`src/rtl/striping_if.sv`:
```
// Word stream into the striper and the two lane outputs plus status.
interface striping_if #(
  parameter int unsigned WIDTH = 32,
  parameter int unsigned CNT_W = 8
);
  logic [WIDTH-1:0] data_in;
  logic             valid_in;
  logic [WIDTH-1:0] lane_0;
  logic             valid_0;
  logic [WIDTH-1:0] lane_1;
  logic             valid_1;
  logic [CNT_W-1:0] word_count;
  logic             next_lane;

  // Word source and lane consumer side
  modport master (
    output data_in,
    output valid_in,
    input  lane_0,
    input  valid_0,
    input  lane_1,
    input  valid_1,
    input  word_count,
    input  next_lane
  );

  // Striper side
  modport slave (
    input  data_in,
    input  valid_in,
    output lane_0,
    output valid_0,
    output lane_1,
    output valid_1,
    output word_count,
    output next_lane
  );
endinterface

```
`src/rtl/striping.sv`:
```
// Two-lane striper: accepted words alternate between lane_0 and lane_1 with
// one register stage of latency. Gaps hold the selector so that alternation
// resumes on the correct lane.
module striping #(
  parameter int unsigned WIDTH = 32,
  parameter int unsigned CNT_W = 8
) (
  input logic       clk_2f,
  input logic       reset,
  striping_if.slave bus
);

  typedef enum logic {
    SelL0 = 1'b0,
    SelL1 = 1'b1
  } sel_e;

  sel_e             state_q;
  logic [WIDTH-1:0] lane_0_q;
  logic [WIDTH-1:0] lane_1_q;
  logic             valid_0_q;
  logic             valid_1_q;
  logic [CNT_W-1:0] word_count_q;

  // Selector FSM with registered lane data, valids and accepted-word count
  always_ff @(posedge clk_2f or negedge reset) begin
    if (!reset) begin
      state_q      <= SelL0;
      lane_0_q     <= '0;
      lane_1_q     <= '0;
      valid_0_q    <= 1'b0;
      valid_1_q    <= 1'b0;
      word_count_q <= '0;
    end else if (bus.valid_in) begin
      word_count_q <= word_count_q + CNT_W'(1);
      unique case (state_q)
        SelL0: begin
          lane_0_q  <= bus.data_in;
          valid_0_q <= 1'b1;
          valid_1_q <= 1'b0;
          state_q   <= SelL1;
        end
        SelL1: begin
          lane_1_q  <= bus.data_in;
          valid_1_q <= 1'b1;
          valid_0_q <= 1'b0;
          state_q   <= SelL0;
        end
        default: state_q <= SelL0;
      endcase
    end else begin
      // Idle cycle: lane data and selector hold, only the valids drop
      valid_0_q <= 1'b0;
      valid_1_q <= 1'b0;
    end
  end

  assign bus.lane_0     = lane_0_q;
  assign bus.lane_1     = lane_1_q;
  assign bus.valid_0    = valid_0_q;
  assign bus.valid_1    = valid_1_q;
  assign bus.word_count = word_count_q;
  assign bus.next_lane  = state_q;

endmodule
```
`src/flat_wrapper.sv`:
```
// flat-port wrapper written by rule: the top's interface ports become plain ports
module striping_flat 
#(
  parameter int unsigned WIDTH = 32,
  parameter int unsigned CNT_W = 8
)
  (clk_2f, reset, bus_data_in, bus_valid_in, bus_lane_0, bus_valid_0, bus_lane_1, bus_valid_1, bus_word_count, bus_next_lane);
  striping_if #(.WIDTH(WIDTH), .CNT_W(CNT_W)) bus_i ();
  input logic clk_2f;
  input logic reset;
  input wire logic [$bits(bus_i.data_in)-1:0] bus_data_in;
  input wire logic [$bits(bus_i.valid_in)-1:0] bus_valid_in;
  output wire logic [$bits(bus_i.lane_0)-1:0] bus_lane_0;
  output wire logic [$bits(bus_i.valid_0)-1:0] bus_valid_0;
  output wire logic [$bits(bus_i.lane_1)-1:0] bus_lane_1;
  output wire logic [$bits(bus_i.valid_1)-1:0] bus_valid_1;
  output wire logic [$bits(bus_i.word_count)-1:0] bus_word_count;
  output wire logic [$bits(bus_i.next_lane)-1:0] bus_next_lane;
  assign bus_i.data_in = bus_data_in;
  assign bus_i.valid_in = bus_valid_in;
  assign bus_lane_0 = bus_i.lane_0;
  assign bus_valid_0 = bus_i.valid_0;
  assign bus_lane_1 = bus_i.lane_1;
  assign bus_valid_1 = bus_i.valid_1;
  assign bus_word_count = bus_i.word_count;
  assign bus_next_lane = bus_i.next_lane;
  striping #(.WIDTH(WIDTH), .CNT_W(CNT_W)) u_core (.clk_2f(clk_2f), .reset(reset), .bus(bus_i));
endmodule
```
`config.mk`:
```
export PLATFORM = sky130hd
export DESIGN_NAME = striping_flat
export DESIGN_NICKNAME = d
export VERILOG_FILES = /design/src/rtl/striping_if.sv /design/src/rtl/striping.sv /design/src/flat_wrapper.sv
export SDC_FILE = /design/constraint.sdc
export NUM_CORES = 1
export LEC_CHECK = 0
export CAP_MARGIN = 5
export CORE_MARGIN = 2
export CORE_UTILIZATION = 44
export CTS_CLUSTER_SIZE = 28
export DETAILED_ROUTE_END_ITERATION = 6
export MAX_ROUTING_LAYER = met4
export PLACE_DENSITY = 0.8
export SLEW_MARGIN = 20
export SYNTH_ARGS = -nofsm -noshare
export SYNTH_HDL_FRONTEND = slang
export SYNTH_SLANG_ARGS = --single-unit
```
`constraint.sdc`:
```
create_clock -name clk_2f -period 1.4 [get_ports clk_2f]
set_input_delay 0.35 -clock clk_2f [delete_from_list [all_inputs] [get_ports clk_2f]]
set_output_delay 0.35 -clock clk_2f [all_outputs]
set_load 0.1 [all_outputs]
```
==> flow_summary.json, run 1 <==
{
  "grt_pass1_vias": 2015,
  "routed_wl_um": 6790,
  "antennaDiodeCount": 0,
  "synth.area.top_cells": "dfrtp_1, mux2_4, mux2_2",
  "cts.path.max_buffers": 2,
  "yosysTopAreaCell": "dfrtp_1",
  "gr-total-overflow": 0,
  "io_pins": 110,
  "drv_slew": 0,
  "grt_pass1_wl_um": 11000,
  "grt_usage_pct": 20.7,
  "worstMarginPinSlew_ns": 0.322,
  "gp_congestion": 0.727,
  "drt_iter0_drc": 67,
  "vias": 1841,
  "crit_family": "flip-flops",
  "finalCritPeriodShare_pct": 98.8,
  "top_usage_layer": "met2",
  "h-tree-depth": 3,
  "status": "completed",
  "synthTopCellsByCount": "dfrtp_1, mux2_2, mux2_4",
  "drc_errors": 0,
  "synth_top_area_share_pct": 63.2,
  "fmax_mhz": 723,
  "path_buf_inv": 1,
  "synth_edf_count": 0,
  "hp-class": "in2async",
  "post_drt_via_cell_ratio": 4.90,
  "antenna_found_initial": 0,
  "met3_usage_pct": 6.35,
  "start_util_pct": 46.2,
  "synth_seq_cells": 75,
  "die_x_um": 86.1,
  "final_core_util_pct": 80.9,
  "async_flop_share_pct": 100,
  "hold_viol_final": 0,
  "synth_nets": 206,
  "die_y_um": 86.1,
  "final_nets": 330,
  "fin_ws_ns": 0.0162,
  "yosysWarnings": 0,
  "stdcell_count": 376,
  "postSynthCellCount": 170,
  "ys.flop_type": "dfrtp_1",
  "clkSlewWorstSetupHoldPaths_ns": 0.08,
  "clock-sinks": 75,
  "drv_cap": 0,
  "cp_max_fo": 4,
  "post-route-min-period_ns": 1.38,
  "path_cells": "buf_12",
  "cpMaxStageDelayCell": "dfrtp_4",
  "rsz0062_at_grt": "yes",
  "core_mm2": 0.00642,
  "postRouteAntennaNets": 0,
  "drive_above_1_share_pct": 57.9,
  "start_kind": "flop",
  "synth_cell_types": 17,
  "dieArea_mm2": 0.00742,
  "crit_arrival_ns": 1.03,
  "crit_path_end_kind": "output port",
  "dp.cells": 358,
  "syn_area_per_cell_um2": 17.5,
  "finClkSkew_ns": 0.00921,
  "wl_per_cell_um": 18.1,
  "critPathKind": "reg2out",
  "netlist_area_mm2": 0.00297,
  "insertion_delay_ns": 0.34,
  "met2_usage_pct": 31.4,
  "firstDrtPassIters": 4,
  "rows": 29,
  "dp_slack_ns": -0.331,
  "slowest_delay_ns": 0.52,
  "grt_max_degree": 28,
  "slew_headroom_pct": 78.5,
  "io_buffers": 109,
  "met1_usage_pct": 26.6,
  "crit_required_ns": 1.05,
  "area.growth.synth_to_final_pct": 75.0,
  "yosysMostFrequentCell": "dfrtp_1",
  "cts_made_buffers": 9,
  "cts_tree": "built",
  "place_hpwl_um": 5110,
  "finalSetupViolCount": 0,
  "seq_area_frac_synth_pct": 63.2,
  "cts-root-buf": "clkbuf_8"
}
## logic make-up after synthesis
| group | synth area share [%] |
|---|---|
| xor+xnor | 2.36 |
| fa+ha+maj | 0.421 |
| buf+inv | 3.37 |
| flops | 63.2 |
| mux | 28.3 |
| simple gates | 2.32 |
## flip-flops by register name (all words and copies together) (netlist names)
register               cells
u_core.bus.word_count      8
u_core.bus.valid_0         1
u_core.bus.valid_1         1
u_core.bus.lane_1         32
u_core.bus.next_lane       1
u_core.bus.lane_0         32
## routing by layer
layer  wire length [µm]  part of all wire, %
met1               2840                   42
met2               3350                   49
met3                492                  7.2
met4                105                  1.5
met5                  0                    0
## cells in the final DEF (no fill, tap or decap), drive strengths merged
master and n:
xor2 5, mux2 65, dlymetal6s2s 1, inv 2, xnor2 3, clkbuf 10
nor2 3, nand2b 1, buf 87, dfrtp 75, dlygate4sd3 1, clkinvlp 2
clkdlybuf4s50 32, nand2 3, nand4 4, clkinv 2, ha 1, bufinv 2
## per-stage QoR
stage | setup TNS [ns] | instance area (µm²) | hold WS, ns
after floorplan | -2.83 | 2990 | 0.0544
after global placement | -17.76 | 4950 | 0.271
after detailed placement | -20.20 | 4950 | 0.273
after CTS | -0.0107 | 5190 | 0.455
after global routing | -0.0176 | 5200 | 0.496
final | 0 | 5200 | 0.465
## worst paths after layout
check,start,slack (ns),to,cells past startpoint
worst max-delay path,u_core.bus.next_lane,0.02,bus_next_lane,1
worst min-delay path,reset,0.47,u_core.bus.lane_1[3],2
worst max register to register,u_core.bus.next_lane,0.09,u_core.bus.lane_0[16],3
worst min register to register,u_core.bus.word_count[5],0.51,u_core.bus.word_count[5],1
max in group asynchronous,reset,0.43,u_core.bus.word_count[5],3
min in group clk_2f,u_core.bus.word_count[5],0.51,u_core.bus.word_count[5],1
## final cells by class
class | instances | area, µm²
Fill cell | 329 | 1230
Clock buffer | 10 | 138
Inverter | 2 | 7.51
Multi-Input combinational cell | 85 | 992
Timing Repair Buffer | 121 | 1980
Tap cell | 77 | 96.3
Sequential cell | 75 | 1890
Clock inverter | 6 | 88.8
## what timing repair did
action,4_1_cts,5_1_grt
hold endpoints to repair,22,0
gates resized for setup,0,1
cloned,0,0
setup buffers,0,1
hold buffers,1,0
setup endpoints to repair,1,2
Power of run 1 is not shown: default switching activity piles up to over one toggle a cycle in this logic, so the estimate is an artifact.
==> run 2, diff against run 1 <==
--- a/config.mk
+++ b/config.mk
@@ -6,12 +6,14 @@
 export NUM_CORES = 1
 export LEC_CHECK = 0
 export CAP_MARGIN = 5
+export CELL_PAD_IN_SITES_DETAIL_PLACEMENT = 1
+export CELL_PAD_IN_SITES_GLOBAL_PLACEMENT = 1
 export CORE_MARGIN = 2
-export CORE_UTILIZATION = 44
+export CORE_UTILIZATION = 36
 export CTS_CLUSTER_SIZE = 28
 export DETAILED_ROUTE_END_ITERATION = 6
 export MAX_ROUTING_LAYER = met4
-export PLACE_DENSITY = 0.8
+export PLACE_DENSITY_LB_ADDON = 0.1
 export SLEW_MARGIN = 20
 export SYNTH_ARGS = -nofsm -noshare
 export SYNTH_HDL_FRONTEND = slang
==> run 2 against run 1 <==
  * Worst setup slack worse by 0.0046 ns
  * Die area is 21% higher
  * Sequential share of layout area hardly changed
  * Largest cell class unchanged
==> flow_summary.json, run 2 (synthesis gave the netlist of run 1 again) <==
{
  "cts.hold.buffers_added": 0,
  "post_drt_via_cell_ratio": 4.63,
  "hold_ws_ns": 0.0246,
  "antennaDiodeCount": 0,
  "fmax_mhz": 720,
  "status": "completed",
  "insertion_delay_ns": 0.34,
  "h-tree-depth": 3,
  "critPathKind": "reg2out",
  "crit_path_end_kind": "output port",
  "clock-sinks": 75,
  "hp-class": "in2async",
  "crit_arrival_ns": 1.04,
  "grt_max_degree": 76,
  "postRouteAntennaNets": 0,
  "dieArea_mm2": 0.00899,
  "rr_worst_depth": 3,
  "final_nets": 326,
  "area.growth.synth_to_final_pct": 74.8,
  "rsz0062_at_grt": "yes",
  "drv_slew": 0,
  "gr-total-overflow": 0,
  "rows": 33,
  "worstMarginPinSlew_ns": 0.399,
  "hold_viol_final": 0,
  "slowest_delay_ns": 0.52,
  "path_cells": "buf_12",
  "finalSetupViolCount": 0,
  "antenna_found_initial": 0,
  "cp_max_fo": 4,
  "drive_above_1_share_pct": 57.3,
  "wl_per_cell_um": 17.2,
  "cpMaxStageDelayCell": "dfrtp_4",
  "clkSlewWorstSetupHoldPaths_ns": 0.07,
  "cts-root-buf": "clkbuf_8",
  "gp_congestion": 0.723,
  "die_y_um": 94.8,
  "post-route-min-period_ns": 1.39,
  "grt_pass1_vias": 2086,
  "routed_wl_um": 6880,
  "reg2reg_slack_ns": 0.09,
  "core_mm2": 0.00809,
  "cts_setup_buffers": 0,
  "cts_tree": "built",
  "cts.path.max_buffers": 2,
  "slew_headroom_pct": 73.4,
  "final_common_cell": "buf_12",
  "start_util_pct": 36.7,
  "die_x_um": 94.8,
  "cts_made_buffers": 9,
  "vias": 1850,
  "drt_iter0_drc": 26,
  "drv_cap": 0,
  "grt_usage_pct": 17.2,
  "firstDrtPassIters": 4,
  "finalCritPeriodShare_pct": 99.2,
  "drc_errors": 0,
  "start_kind": "flop",
  "finClkSkew_ns": 0.00882,
  "path_buf_inv": 1,
  "mostFrequentLayoutCells": "buf_12, dfrtp_1, clkdlybuf4s50_1",
  "crit_required_ns": 1.05,
  "worstReg2RegStart": "u_core.bus.next_lane",
  "grt_pass1_wl_um": 11200,
  "io_pins": 110,
  "crit_family": "flip-flops",
  "place_hpwl_um": 5230,
  "reg2reg_to": "u_core.bus.lane_0[20]",
  "io_buffers": 109
}
run 2: cell types whose count changed in the layout (fill, tap and decap cells not counted):
cell,delta
dlygate4sd3_1,-1
buf_12,+2
clkinvlp_4,-1
clkinv_4,-1
clkbuf_1,+1
bufinv_16,-1
clkinv_2,+2
buf_4,-5
run 2: timing repair:
| action | in CTS | in global routing |
|---|---|---|
| gates resized for setup | 0 | 1 |
| hold endpoints to repair | 0 | 0 |
| endpoints found under the setup margin | 1 | 3 |
run 2: how the worst max path moves through the flow:
stage                              start               endpoint  depth (start not counted)  slack, ns
CTS                 u_core.bus.next_lane          bus_next_lane                          1      -0.01
global route        u_core.bus.next_lane          bus_next_lane                          1      -0.02
finish              u_core.bus.next_lane          bus_next_lane                          1       0.01
floorplan           u_core.bus.next_lane  u_core.bus.lane_0[22]                          4      -0.11
detailed placement          bus_valid_in   u_core.bus.lane_0[0]                          4      -0.33
global placement            bus_valid_in  u_core.bus.lane_1[21]                          4      -0.29
run 2: layout make-up:
| type | instances | area (µm²) |
|---|---|---|
| fillers | 722 | 2900 |
| repair buffers | 117 | 1980 |
| flip-flops and latches | 75 | 1890 |
| multi-input cells | 85 | 992 |
| clock buffers | 11 | 141 |
| well taps | 105 | 131 |
| clock inverters | 5 | 52.6 |
| inverters | 2 | 7.51 |
run 2: through the flow:
step	setup TNS (ns)	instances	setup slack (ns)	util, %	cell area (µm²)
5_1_grt	-0.0244	400	-0.0244	64.1	5190
3_5_place_dp	-21.36	384	-0.334	61.7	4990
6_report	0	400	0.0116	64.1	5190
3_3_place_gp	-19.32	384	-0.292	61.7	4990
4_1_cts	-0.0121	400	-0.0121	64.1	5190
2_1_floorplan	-2.83	170	-0.107	-	2990
run 2: per-layer routing:
layer | up-vias | GRT usage, % | share of wire (%)
li1 | 825 | - | -
met1 | 945 | 22.8 | 43
met2 | 72 | 24.8 | 48
met3 | 8 | 5.03 | 7.5
met4 | 0 | 7.13 | 1.2
met5 | - | - | 0
Power of run 2 is left out for the same reason.
==> run 3, diff against run 2 <==
--- a/config.mk
+++ b/config.mk
@@ -12,7 +12,6 @@
 export CORE_UTILIZATION = 36
 export CTS_CLUSTER_SIZE = 28
 export DETAILED_ROUTE_END_ITERATION = 6
-export MAX_ROUTING_LAYER = met4
 export PLACE_DENSITY_LB_ADDON = 0.1
 export SLEW_MARGIN = 20
 export SYNTH_ARGS = -nofsm -noshare
==> run 3 against run 2 <==
  * Fmax grew 0.11%
  * Critical path depth did not move
  * Global-route usage shrank 0.51 points
  * Count of clock-buffer cells in the layout is the same
  * Routed wire length rose by 0.33%
  * Sequential cell count unchanged
  * Worst setup slack better by 0.0016 ns
  * Via count rose by 0.27%
  * Hold slack lost 0.00087 ns
  * Cell count is the same
==> flow_summary.json, run 3 (synthesis gave the netlist of run 1 again) <==
{
  "reg2reg_slack_ns": 0.09,
  "antenna_found_initial": 0,
  "finalCritPeriodShare_pct": 99.1,
  "slew_headroom_pct": 73.5,
  "io_pins": 110,
  "firstDrtPassIters": 4,
  "postRouteAntennaNets": 0,
  "start_util_pct": 36.7,
  "crit_required_ns": 1.05,
  "drt_iter0_drc": 26,
  "clkSlewWorstSetupHoldPaths_ns": 0.07,
  "h-tree-depth": 3,
  "core_mm2": 0.00809,
  "cts-root-buf": "clkbuf_8",
  "worstReg2RegStart": "u_core.bus.next_lane",
  "drv_slew": 0,
  "place_hpwl_um": 5230,
  "grt_usage_pct": 16.7,
  "area.growth.synth_to_final_pct": 74.8,
  "grt_pass1_wl_um": 11200,
  "die_x_um": 94.8,
  "cts_made_buffers": 9,
  "finClkSkew_ns": 0.00880,
  "path_cells": "buf_12",
  "final_nets": 326,
  "status": "completed",
  "cts_tree": "built",
  "wl_per_cell_um": 17.3,
  "routed_wl_um": 6910,
  "finalSetupViolCount": 0,
  "dp.cells": 384,
  "dieArea_mm2": 0.00899,
  "cts_setup_buffers": 0,
  "rows": 33,
  "post_drt_via_cell_ratio": 4.64,
  "rsz0062_at_grt": "yes",
  "path_buf_inv": 1,
  "fill_cells": 722,
  "slowest_delay_ns": 0.52,
  "startpoint": "u_core.bus.next_lane",
  "critPathKind": "reg2out",
  "drive_above_1_share_pct": 57.3,
  "crit_family": "flip-flops",
  "cts.hold.buffers_added": 0,
  "antennaDiodeCount": 0,
  "gp_congestion": 0.714,
  "die_y_um": 94.8,
  "post-route-min-period_ns": 1.39,
  "cp_max_fo": 4,
  "clock-sinks": 75,
  "grt_max_degree": 76,
  "hold_ws_ns": 0.0237,
  "grt_pass1_vias": 2090,
  "register_area_mm2": 0.00189,
  "rr_worst_depth": 3,
  "crit_path_end_kind": "output port",
  "insertion_delay_ns": 0.34,
  "hold_viol_final": 0,
  "cts.path.max_buffers": 2,
  "hp-class": "in2async",
  "drv_cap": 0,
  "worst-path-stages": 1,
  "fmax_mhz": 721,
  "io_buffers": 109,
  "gr-total-overflow": 0,
  "drc_errors": 0,
  "multi_input_area_um2": 992,
  "endpoint": "bus_next_lane",
  "crit_arrival_ns": 1.04,
  "final_common_cell": "buf_12",
  "reg2reg_to": "u_core.bus.lane_0[20]",
  "cpMaxStageDelayCell": "dfrtp_4",
  "mostFrequentLayoutCells": "buf_12, dfrtp_1, clkdlybuf4s50_1",
  "vias": 1855,
  "stdcell_count": 400,
  "worstMarginPinSlew_ns": 0.397,
  "start_kind": "flop"
}
==> run 3: metal layers <==
layer / routed length, µm / up-vias / global-route usage [%]
met2: 3310 / 72 / 25.0
li1: - / 827 / -
met4: 110 / 0 / 7.13
met3: 533 / 11 / 5.35
met1: 2950 / 945 / 22.4
met5: 0 / - / 0
==> run 3: stage by stage <==
stage | setup slack (ns) | setup TNS [ns] | instance area, µm² | util [%]
6_report | 0.0131 | 0 | 5190 | 64.1
5_1_grt | -0.0244 | -0.0244 | 5190 | 64.1
4_1_cts | -0.0121 | -0.0121 | 5190 | 64.1
3_5_place_dp | -0.334 | -21.36 | 4990 | 61.7
3_3_place_gp | -0.292 | -19.32 | 4990 | 61.7
2_1_floorplan | -0.107 | -2.83 | 2990 | -
==> run 3: final cells by class <==
class,instances,area share [%]
Timing Repair Buffer,117,38.1
Sequential cell,75,36.4
Multi-Input combinational cell,85,19.1
Clock buffer,11,2.72
Tap cell,105,2.53
Clock inverter,5,1.01
Inverter,2,0.145
==> run 3: how the worst min path moves through the flow <==
stage                                 end  depth (start not counted)
finish              u_core.bus.lane_0[22]                          2
global route        u_core.bus.lane_0[24]                          2
CTS                 u_core.bus.lane_0[24]                          2
detailed placement  u_core.bus.lane_0[24]                          2
global placement    u_core.bus.lane_1[30]                          2
floorplan            u_core.bus.lane_0[0]                          0
==> run 3: repair_timing <==
action	in CTS	in global routing
setup endpoints to repair	1	3
pin swaps	0	0
hold endpoints to repair	0	0
gates resized for setup	0	1
Power of run 3 is left out for the same reason.
